==> src/rtl/fifo_flex.sv <==
// Parametrised single-clock FIFO: any DEPTH >= 2, occupancy count, threshold and sticky error flags.
// Define FIFO_FLEX_FWFT_EN for first-word-fall-through reads; default is registered reads.
module fifo_flex #(
    parameter int unsigned DATA_WIDTH = 8,
    parameter int unsigned DEPTH      = 16,
    parameter int unsigned AF_THRESH  = DEPTH - 1,
    parameter int unsigned AE_THRESH  = 1,
    parameter int unsigned CNT_WIDTH  = $clog2(DEPTH + 1)
) (
    input  logic                  clk,
    input  logic                  rst_n,
    input  logic                  clear,
    input  logic                  wr,
    input  logic [DATA_WIDTH-1:0] data_in,
    input  logic                  rd,
    output logic [DATA_WIDTH-1:0] data_out,
    output logic                  data_out_valid,
    output logic                  empty,
    output logic                  full,
    output logic                  almost_empty,
    output logic                  almost_full,
    output logic [CNT_WIDTH-1:0]  count,
    output logic                  overflow,
    output logic                  underflow
);

    localparam int unsigned PTR_W = $clog2(DEPTH);

    logic [DATA_WIDTH-1:0] mem_q [DEPTH];
    logic [PTR_W-1:0]      wr_ptr_q, wr_ptr_d;
    logic [PTR_W-1:0]      rd_ptr_q, rd_ptr_d;
    logic [CNT_WIDTH-1:0]  count_q, count_d;
    logic                  overflow_q, overflow_d;
    logic                  underflow_q, underflow_d;
    logic                  wr_en_c, rd_en_c;

    // Non-power-of-two wrap: DEPTH-1 rolls over to 0.
    function automatic logic [PTR_W-1:0] ptr_inc(input logic [PTR_W-1:0] p);
        return (p == PTR_W'(DEPTH - 1)) ? '0 : p + PTR_W'(1);
    endfunction

    assign empty        = (count_q == '0);
    assign full         = (count_q == CNT_WIDTH'(DEPTH));
    assign almost_empty = (count_q <= CNT_WIDTH'(AE_THRESH));
    assign almost_full  = (count_q >= CNT_WIDTH'(AF_THRESH));
    assign count        = count_q;
    assign overflow     = overflow_q;
    assign underflow    = underflow_q;

    assign wr_en_c = wr && !full && !clear;
    assign rd_en_c = rd && !empty && !clear;

    always_comb begin
        wr_ptr_d    = wr_ptr_q;
        rd_ptr_d    = rd_ptr_q;
        count_d     = count_q;
        overflow_d  = overflow_q;
        underflow_d = underflow_q;
        if (clear) begin
            wr_ptr_d    = '0;
            rd_ptr_d    = '0;
            count_d     = '0;
            overflow_d  = 1'b0;
            underflow_d = 1'b0;
        end else begin
            if (wr_en_c) wr_ptr_d = ptr_inc(wr_ptr_q);
            if (rd_en_c) rd_ptr_d = ptr_inc(rd_ptr_q);
            if (wr_en_c && !rd_en_c) count_d = count_q + CNT_WIDTH'(1);
            if (rd_en_c && !wr_en_c) count_d = count_q - CNT_WIDTH'(1);
            if (wr && full)  overflow_d  = 1'b1;
            if (rd && empty) underflow_d = 1'b1;
        end
    end

    always_ff @(posedge clk or negedge rst_n) begin
        if (!rst_n) begin
            wr_ptr_q    <= '0;
            rd_ptr_q    <= '0;
            count_q     <= '0;
            overflow_q  <= 1'b0;
            underflow_q <= 1'b0;
        end else begin
            wr_ptr_q    <= wr_ptr_d;
            rd_ptr_q    <= rd_ptr_d;
            count_q     <= count_d;
            overflow_q  <= overflow_d;
            underflow_q <= underflow_d;
        end
    end

    // Storage is never reset or cleared.
    always_ff @(posedge clk) begin
        if (wr_en_c) mem_q[wr_ptr_q] <= data_in;
    end

`ifdef FIFO_FLEX_FWFT_EN
    assign data_out       = mem_q[rd_ptr_q];
    assign data_out_valid = !empty;
`else
    logic [DATA_WIDTH-1:0] data_out_q, data_out_d;
    logic                  data_out_valid_q, data_out_valid_d;

    always_comb begin
        data_out_d       = data_out_q;
        data_out_valid_d = 1'b0;
        if (clear) begin
            data_out_d = '0;
        end else if (rd_en_c) begin
            data_out_d       = mem_q[rd_ptr_q];
            data_out_valid_d = 1'b1;
        end
    end

    always_ff @(posedge clk or negedge rst_n) begin
        if (!rst_n) begin
            data_out_q       <= '0;
            data_out_valid_q <= 1'b0;
        end else begin
            data_out_q       <= data_out_d;
            data_out_valid_q <= data_out_valid_d;
        end
    end

    assign data_out       = data_out_q;
    assign data_out_valid = data_out_valid_q;
`endif

endmodule
==> config.mk <==
export PLATFORM = sky130hd
export DESIGN_NAME = fifo_flex
export DESIGN_NICKNAME = d
export VERILOG_FILES = /design/src/rtl/fifo_flex.sv
export SDC_FILE = /design/constraint.sdc
export NUM_CORES = 1
export LEC_CHECK = 0
export BUFFER_PORTS_ARGS = -buffer_cell sky130_fd_sc_hd__buf_2
export CELL_PAD_IN_SITES_DETAIL_PLACEMENT = 0
export CELL_PAD_IN_SITES_GLOBAL_PLACEMENT = 1
export CORE_ASPECT_RATIO = 0.75
export CORE_UTILIZATION = 45
export CTS_CLUSTER_DIAMETER = 200
export DETAILED_ROUTE_END_ITERATION = 8
export PLACE_DENSITY_LB_ADDON = 0.1
export SYNTH_ARGS = -nofsm -noshare
export SYNTH_HDL_FRONTEND = slang
export SYNTH_SLANG_ARGS = --single-unit
==> constraint.sdc <==
create_clock -name clk -period 2.6 [get_ports clk]
set_clock_uncertainty 0.2 [all_clocks]
set_input_delay 0.26 -clock clk [delete_from_list [all_inputs] [get_ports clk]]
set_output_delay 0.26 -clock clk [all_outputs]
set_load 0.01 [all_outputs]
==> flow_summary.ini, run 1 <==
[synthesis]
syn-mean-instance-area_um2 = 16.8
synth_cell_types = 50
ys_async_sr_fraction_pct = 15.8
yosys_register_bits = 152
syn-num-nets = 399
yosysWarnings = 0
ys_seq_area_share_pct = 70.4
synth_edf_count = 128
synthFlopType = edfxtp_1
synth_cells = 376
synth_area_mm2 = 0.00631

[sta]
tightest_slew_ns = 0.603
finalSetupViolations = 0
hold_slack_ns = 0.0363
fin_ws_ns = 0.104
finalCritPeriodShare_pct = 96.0
final-max-slew-violation-count = 0
tns_ns = 0
grt_setup_unrepaired = true
hold_violations = 0
max_slew_margin_pct = 59.8
min_period_ns = 2.50
max_clock_freq_mhz = 401

[detailed_routing]
firstDrtPassIters = 7
wl_um = 13800
vias = 3561
first_iter_violations = 313
avgViaCountPerCell = 5.71
drc = 4
wl_per_cell_um = 22.2
ant_nets = 0

[worst_setup_path]
path_buf_inv = 3
crit_family = simple AND/OR/NAND/NOR gates
arrival_ns = 2.04
worstPathRequired_ns = 2.14
worstSetupStartpoint = count[0]
crit_fanout = 9
r2r_start = count[0]
cp.depth = 5
crit_type = reg -> out
cpMaxStageDelayCell = or4b_1
cpPeakStageDelay_ns = 0.66
worstPathCellList = inv_1, ha_1, or4b_1, clkinv_8, buf_2
r2r_slack_ns = 0.17
critPathCaptureType = output pin
crit_end = empty
reg2reg_depth = 7
cp-start-kind = flip-flop
rr_endpoint = mem_q[7][3]

[pwr]
ir_drop_v = 0.000456
p_leak_nw = 2.67
p_per_area_mw_per_mm2 = 938

[layout]
fill_cells = 1080
ff_latch_area_mm2 = 0.00445
multi_input_area_mm2 = 0.00181
final_cell_mix = edfxtp_1 (128), nand2_1 (38), mux4_2 (33)
syn_to_final_growth_pct = 20.9
layout_commonest_cell = edfxtp_1
post-route-util_pct = 55.7
drive_gt1_share_pct = 33.2
fin_nets = 459
n_antenna_cell = 0

[clocking]
clock_path_buffers = 2
root_buffer = clkbuf_16
htreeDepth = 4
tritoncts = yes
clk_latency_ns = 0.42
numCtsBuffers = 17
clkSlewWorstSetupHoldPaths_ns = 0.07
numClockSinks = 152

[floorplanning]
design.core.area_mm2 = 0.0137
die_x_um = 139
die_area_mm2 = 0.0145
placementRows = 37
initial_utilization_pct = 46.1
io_pins = 33
die_height_um = 105

[grt]
track_usage_pct = 20.9
grt-ovfl-total = 0
grt_pass1_wl_um = 21500
grt_pass1_vias = 3572
grt_max_degree = 34
antenna_found_initial = 0

[place]
dp_slack_ns = 0.151
dp_hpwl_um = 9210
gp_congestion = 0.773
io_buffers = 32

[status]
violations = DRC
status = complete, but fails checks

[hold_path]
hp-class = in -> reg

[flow_run]
cap_violations = 0
-- worst reg2reg max path: stages (launching register included) --
cell	delay [ns]
dfrtp_1	0.34
inv_1	0.08
ha_1	0.21
nand4bb_1	0.15
clkinv_2	0.08
nor3_2	0.28
nand2_1	0.27
nor2_2	0.45
-- final cells by class --
type / instances / area share [%]
sequential: 152 / 58.2
multi-input combinational: 189 / 23.7
timing repair buffer: 61 / 6.03
clock buffer: 18 / 5.62
tap: 175 / 2.87
clock inverter: 14 / 2.67
inverter: 15 / 0.918
-- state kept, by name, summed over array words and instances (netlist names) --
name,cells
data_out_valid,1
rd_ptr_q,4
wr_ptr_q,4
data_out,8
underflow,1
count,5
overflow,1
mem_q,128
-- Yosys cell counts (2+ instances only) --
cell type / n / area, µm²
inv_1: 13 / 48.8
nand3_1: 7 / 35.0
o2111ai_1: 7 / 61.3
o211ai_1: 2 / 15.0
clkbuf_1: 8 / 30.0
mux4_2: 33 / 743
nor2b_1: 2 / 12.5
xor2_1: 2 / 17.5
a22o_1: 6 / 52.6
edfxtp_1: 128 / 3840
nand4_1: 3 / 18.8
a311o_1: 2 / 20.0
a31oi_1: 2 / 12.5
buf_2: 7 / 35.0
nor3_1: 8 / 40.0
o21ai_0: 6 / 30.0
nand2b_1: 2 / 12.5
nand2_1: 39 / 146
dfrtp_1: 24 / 601
nor2_1: 20 / 75.1
o211a_1: 2 / 20.0
a21oi_1: 13 / 65.1
buf_1: 3 / 11.3
a311oi_1: 2 / 17.5
ha_1: 10 / 125
-- metal layers --
layer  vias to the layer above  wire length (µm)  share of wire, %  track usage [%]
met5                         -                 0                 0                0
li1                       1598                 -                 -                -
met2                       118              6410                46             30.1
met1                      1833              6430                46             31.1
met3                        12               867               6.3             5.36
met4                         0               121              0.88             6.98
-- metrics by stage --
stage	instance area, µm²	power [mW]	instances
2_1_floorplan	6410	4.05	376
3_3_place_gp	6930	4.57	587
3_5_place_dp	6930	4.58	587
4_1_cts	7590	7.23	622
5_1_grt	7640	7.50	624
6_report	7640	7.17	624
-- power by group --
group	switching (mW)	internal, mW	total, mW
Combinational	0.927	0.737	1.66
Clock	1.07	1.56	2.63
Sequential	0.0945	2.78	2.87
Total	2.09	5.07	7.17
-- logic make-up after synthesis --
logic type / after synthesis / share of synthesized area, %
AOI/OAI and AO/OA: 48 / 5.41
xor gates and xnor gates: 4 / 0.773
adders and majority gates: 10 / 1.98
buffers and inverters: 35 / 2.60
DFF: 152 / 70.4
muxes: 34 / 11.9
and+or+nand+nor: 93 / 6.92
-- worst min-delay path by stage --
stage / startpoint / endpoint / slack, ns / cells after the start
floorplan: rst_n / count[0] / -0.24 / 0
global placement: rst_n / data_out[6] / 0.1 / 1
detailed placement: rst_n / data_out[1] / 0.11 / 1
CTS: rd / underflow / 0.01 / 3
global route: data_in[3] / mem_q[8][3] / 0.03 / 1
finish: data_in[3] / mem_q[10][3] / 0.04 / 1
-- timing repair --
| action | CTS | global route |
|---|---|---|
| buffers inserted | 0 | 2 |
| resized for setup | 0 | 2 |
| endpoints found under the setup margin | 0 | 30 |
| hold buffers | 3 | 0 |
| endpoints found under the hold margin | 31 | 0 |
Note: power is estimated with default switching activity, not from simulation.
==> run 2, diff against run 1 <==
==> constraint.sdc (replaced) <==
create_clock -name clk -period 2.3 [get_ports clk]
set_clock_uncertainty 0.2 [all_clocks]
set_input_delay 0.23 -clock clk [delete_from_list [all_inputs] [get_ports clk]]
set_output_delay 0.23 -clock clk [all_outputs]
set_load 0.01 [all_outputs]
==> flow_summary.ini, run 2 (synthesis results as in run 1) <==
[sta]
max_slew_margin_pct = 45.8
finalCritPeriodShare_pct = 96.7
tightest_slew_ns = 0.807
final-max-slew-violation-count = 0
hold_violations = 0
finalSetupViolations = 0
min_period_ns = 2.22
max_clock_freq_mhz = 450

[clocking]
numCtsBuffers = 17
numClockSinks = 152
clkSlewWorstSetupHoldPaths_ns = 0.06
root_buffer = clkbuf_16
tritoncts = yes
clk_latency_ns = 0.41
htreeDepth = 4
clock_path_buffers = 2

[pwr]
swShare_pct = 28.3
pwr-share-seq_pct = 39.0
ir_drop_v = 0.000617
net-switching-power_mw = 2.35
p_int_mw = 5.95
p_per_area_mw_per_mm2 = 1040
p_leak_nw = 2.81
comb_power_share_pct = 26.4
pwr-share-clk_pct = 34.5

[floorplanning]
placementRows = 37
initial_utilization_pct = 46.1
io_pins = 33
design.core.area_mm2 = 0.0137
die_x_um = 139
die_area_mm2 = 0.0145
die_height_um = 105

[place]
gp_congestion = 0.832
io_buffers = 32
dp_hpwl_um = 9340
placed_cell_area_mm2 = 0.00716

[detailed_routing]
first_iter_violations = 367
avgViaCountPerCell = 5.61
firstDrtPassIters = 7
ant_nets = 0
wl_um = 13800
drc = 6
wl_per_cell_um = 21.5
vias = 3609

[status]
violations = DRC
status = complete, but fails checks

[grt]
grt_pass1_wl_um = 21500
use_met2_pct = 27.3
grtUsageMet3_pct = 4.12
gr-max-usage-layer = met1
track_usage_pct = 21.0
grt_max_degree = 26
grt-ovfl-total = 0
grt_pass1_vias = 3460
gr-usage-met1_pct = 34.4
antenna_found_initial = 0

[worst_setup_path]
cp-start-kind = flip-flop
crit_type = reg -> out
critPathCaptureType = output pin
crit_fanout = 7
arrival_ns = 1.79
worstPathRequired_ns = 1.87

[layout]
drive_gt1_share_pct = 37.2
n_antenna_cell = 0
largest_reg_flops = 128
fin_nets = 478
ff_latch_area_mm2 = 0.00445
regMostFlops = mem_q
post-route-util_pct = 58.3
fill_cells = 1053
syn_to_final_growth_pct = 26.4
final_cell_area_mm2 = 0.00798
layout_commonest_cell = edfxtp_1
final_cell_mix = edfxtp_1 (128), nand2_1 (35), mux4_2 (33)
multi_input_area_mm2 = 0.00187

[hold_path]
hp-class = in -> reg

[flow_run]
cap_violations = 0
## run 2: cell types whose count changed in the layout (fill, tap and decap cells not counted), moves of 4 or more
cell	change
nor2_4	+4
buf_6	+4
buf_12	+9
nor2_2	-4
## run 2: final timing paths
path | slack, ns | cells past startpoint | end | start
min | 0.02 | 1 | mem_q[7][6] | data_in[6]
min reg2reg | 0.29 | 2 | overflow | overflow
max reg2reg | 0.09 | 10 | mem_q[0][0] | count[0]
max in group asynchronous | 1.29 | 2 | rd_ptr_q[0] | rst_n
min in group asynchronous | 0.16 | 2 | overflow | rst_n
max | 0.08 | 7 | almost_full | count[0]
## run 2: power groups by stage
stage / combinational [mW] / sequential [mW] / clock, mW
global route: 2.38 / 3.26 / 3.05
CTS: 2.07 / 3.24 / 2.93
floorplan: 1.28 / 3.35 / 0
global placement: 2.01 / 3.29 / 0
detailed placement: 2.02 / 3.29 / 0
finish: 2.20 / 3.24 / 2.87
## run 2: critical path, cell delays in order (launching register included)
cell and delay (ns):
dfrtp_2 0.41, buf_6 0.14, ha_2 0.19, and3_2 0.21, ha_1 0.17, nor2_1 0.08
nand2_1 0.05, buf_2 0.13
## run 2: timing repair
item                                    in CTS  in global routing
gates resized for setup                      2                 10
cloned                                       0                  0
pin swaps                                    4                  2
endpoints found under the setup margin      47                 43
setup buffers                                3                  3
hold buffers                                 6                  0
hold endpoints to repair                    56                  0
## run 2: per-stage QoR
step                      power (mW)  hold WS, ns  setup WS, ns  setup TNS (ns)  cells
after global placement          5.30       0.0696       -0.0739          -0.897    599
final                           8.30       0.0210        0.0765               0    643
after detailed placement        5.31       0.0720        -0.137           -2.34    599
after global routing            8.69       0.0138      -0.00554        -0.00554    643
after CTS                       8.23      0.00115       0.00816               0    640
after floorplan                 4.63       -0.266       -0.0425          -0.978    376
## run 2: cell type report
class / count / area share [%]
Clock buffer: 17 / 5.33
Clock inverter: 15 / 2.38
Inverter: 15 / 1.02
Multi-Input combinational cell: 189 / 23.4
Sequential cell: 152 / 55.7
Tap cell: 175 / 2.74
Timing Repair Buffer: 80 / 9.37
## run 2: layer usage
layer  vias up  wire length, µm
met5         -                0
met1      1847             7160
met2       112             5900
met3         7              707
met4         0               73
li1       1643                -
==> run 3, diff against run 2 <==
--- a/config.mk
+++ b/config.mk
@@ -9,6 +9,7 @@
 export CELL_PAD_IN_SITES_DETAIL_PLACEMENT = 0
 export CELL_PAD_IN_SITES_GLOBAL_PLACEMENT = 1
 export CORE_ASPECT_RATIO = 0.75
+export CORE_MARGIN = 2
 export CORE_UTILIZATION = 45
 export CTS_CLUSTER_DIAMETER = 200
 export DETAILED_ROUTE_END_ITERATION = 8
==> flow_summary.ini, run 3 (synthesis results as in run 1) <==
[status]
status = finished, final reports clean

[worst_setup_path]
rr_endpoint = count[3]
cpPeakStageDelay_ns = 0.46
crit_fanout = 9
arrival_ns = 1.84
worstPathRequired_ns = 1.87
r2r_slack_ns = 0.08
cpMaxStageDelayCell = or4b_1
reg2reg_depth = 8
r2r_start = count[0]
worstSetupStartpoint = count[0]
worstPathCellList = inv_2, ha_2, or4b_1, buf_6, clkinv_8, buf_2
crit_type = reg -> out
critPathCaptureType = output pin
cp-start-kind = flip-flop

[detailed_routing]
first_iter_violations = 383
avgViaCountPerCell = 5.65
firstDrtPassIters = 4
wl_um = 14200
ant_nets = 0
wl_per_cell_um = 22.4
drc = 0
vias = 3592

[sta]
max_slew_margin_pct = 60.0
max_clock_freq_mhz = 440
hold_violations = 0
tns_ns = 0
tightest_slew_ns = 0.600
finalSetupViolations = 0
finalCritPeriodShare_pct = 98.9
fin_ws_ns = 0.0250
final-max-slew-violation-count = 0
grt_setup_unrepaired = true
min_period_ns = 2.27

[clocking]
clk_latency_ns = 0.41
tritoncts = yes
htreeDepth = 4
numCtsBuffers = 17
root_buffer = clkbuf_16
clkSlewWorstSetupHoldPaths_ns = 0.06
clock_path_buffers = 2
numClockSinks = 152

[grt]
grt_pass1_vias = 3477
grt_max_degree = 28
grt-ovfl-total = 0
antenna_found_initial = 0
track_usage_pct = 20.4
grt_pass1_wl_um = 21900

[pwr]
p_total_mw = 8.19
p_per_area_mw_per_mm2 = 1030
p_leak_nw = 2.77
ir_drop_v = 0.000645

[layout]
layout_commonest_cell = edfxtp_1
n_antenna_cell = 0
fill_cells = 1023
syn_to_final_growth_pct = 25.3
post-route-util_pct = 57.7
regMostFlops = mem_q
drive_gt1_share_pct = 37.5
final_cell_area_mm2 = 0.00791
final_cell_mix = edfxtp_1 (128), nand2_1 (35), mux4_2 (33)
fin_nets = 473
largest_reg_flops = 128

[floorplanning]
design.core.area_mm2 = 0.0137
placementRows = 37
initial_utilization_pct = 46.1
io_pins = 33
die_area_mm2 = 0.0150
die_height_um = 107
die_x_um = 141

[place]
io_buffers = 32
placed_cell_area_mm2 = 0.00717
gp_congestion = 0.804
dp_slack_ns = -0.119
dp_hpwl_um = 9550

[hold_path]
holdPathStages = 3
worstHoldStart = rd
hp-class = in -> reg
worstHoldEndpoint = underflow

[flow_run]
cap_violations = 0
[run 3: power breakdown]
group	total, mW	switching, mW	internal (mW)	leakage [nW]
logic	2.08	1.11	0.971	1.01
registers	3.23	0.0911	3.14	1.47
clock network	2.87	1.07	1.80	0.291
[run 3: through the flow]
step	instances	hold slack (ns)
floorplan	376	-0.266
global placement	599	0.0651
detailed placement	599	0.0719
CTS	636	0.00106
global route	636	0.0244
finish	636	0.0142
[run 3: routing by layer]
layer / vias up / part of all wire (%) / GRT usage, %
li1: 1621 / - / -
met1: 1848 / 50 / 33.6
met2: 112 / 42 / 26.8
met3: 11 / 7.4 / 5.18
met4: 0 / 0.76 / 4.86
met5: - / 0 / 0
[run 3: worst max-delay path, delay by kind of cell (launching register included)]
kind	cells	cell delay, ns
flip-flops	1	0.40
AND/OR/NAND/NOR	1	0.46
buffers and inverters	4	0.41
adder cells (fa/ha/maj)	1	0.17
[run 3: final cells by class]
cell class	instances	area [µm²]	share of cell area [%]
clock buffer	17	425	5.38
timing repair buffer	75	689	8.71
inverter	15	81.3	1.03
multi-input combinational	189	1870	23.6
sequential	152	4450	56.2
clock inverter	13	180	2.28
tap	175	219	2.77
[run 3: worst max-delay path by stage]
stage	to	slack, ns	depth (start not counted)
detailed placement	mem_q[2][6]	-0.12	8
global route	almost_full	-0.07	7
finish	empty	0.03	6
global placement	mem_q[2][2]	-0.07	8
CTS	empty	0.02	6
floorplan	mem_q[1][0]	-0.04	8
[run 3: timing repair]
action / 4_1_cts / 5_1_grt
endpoints found under the setup margin: 40 / 91
hold buffers: 3 / 0
pin swaps: 4 / 4
endpoints found under the hold margin: 41 / 0
gates cloned: 0 / 0
setup buffers: 4 / 0
gates resized for setup: 1 / 9
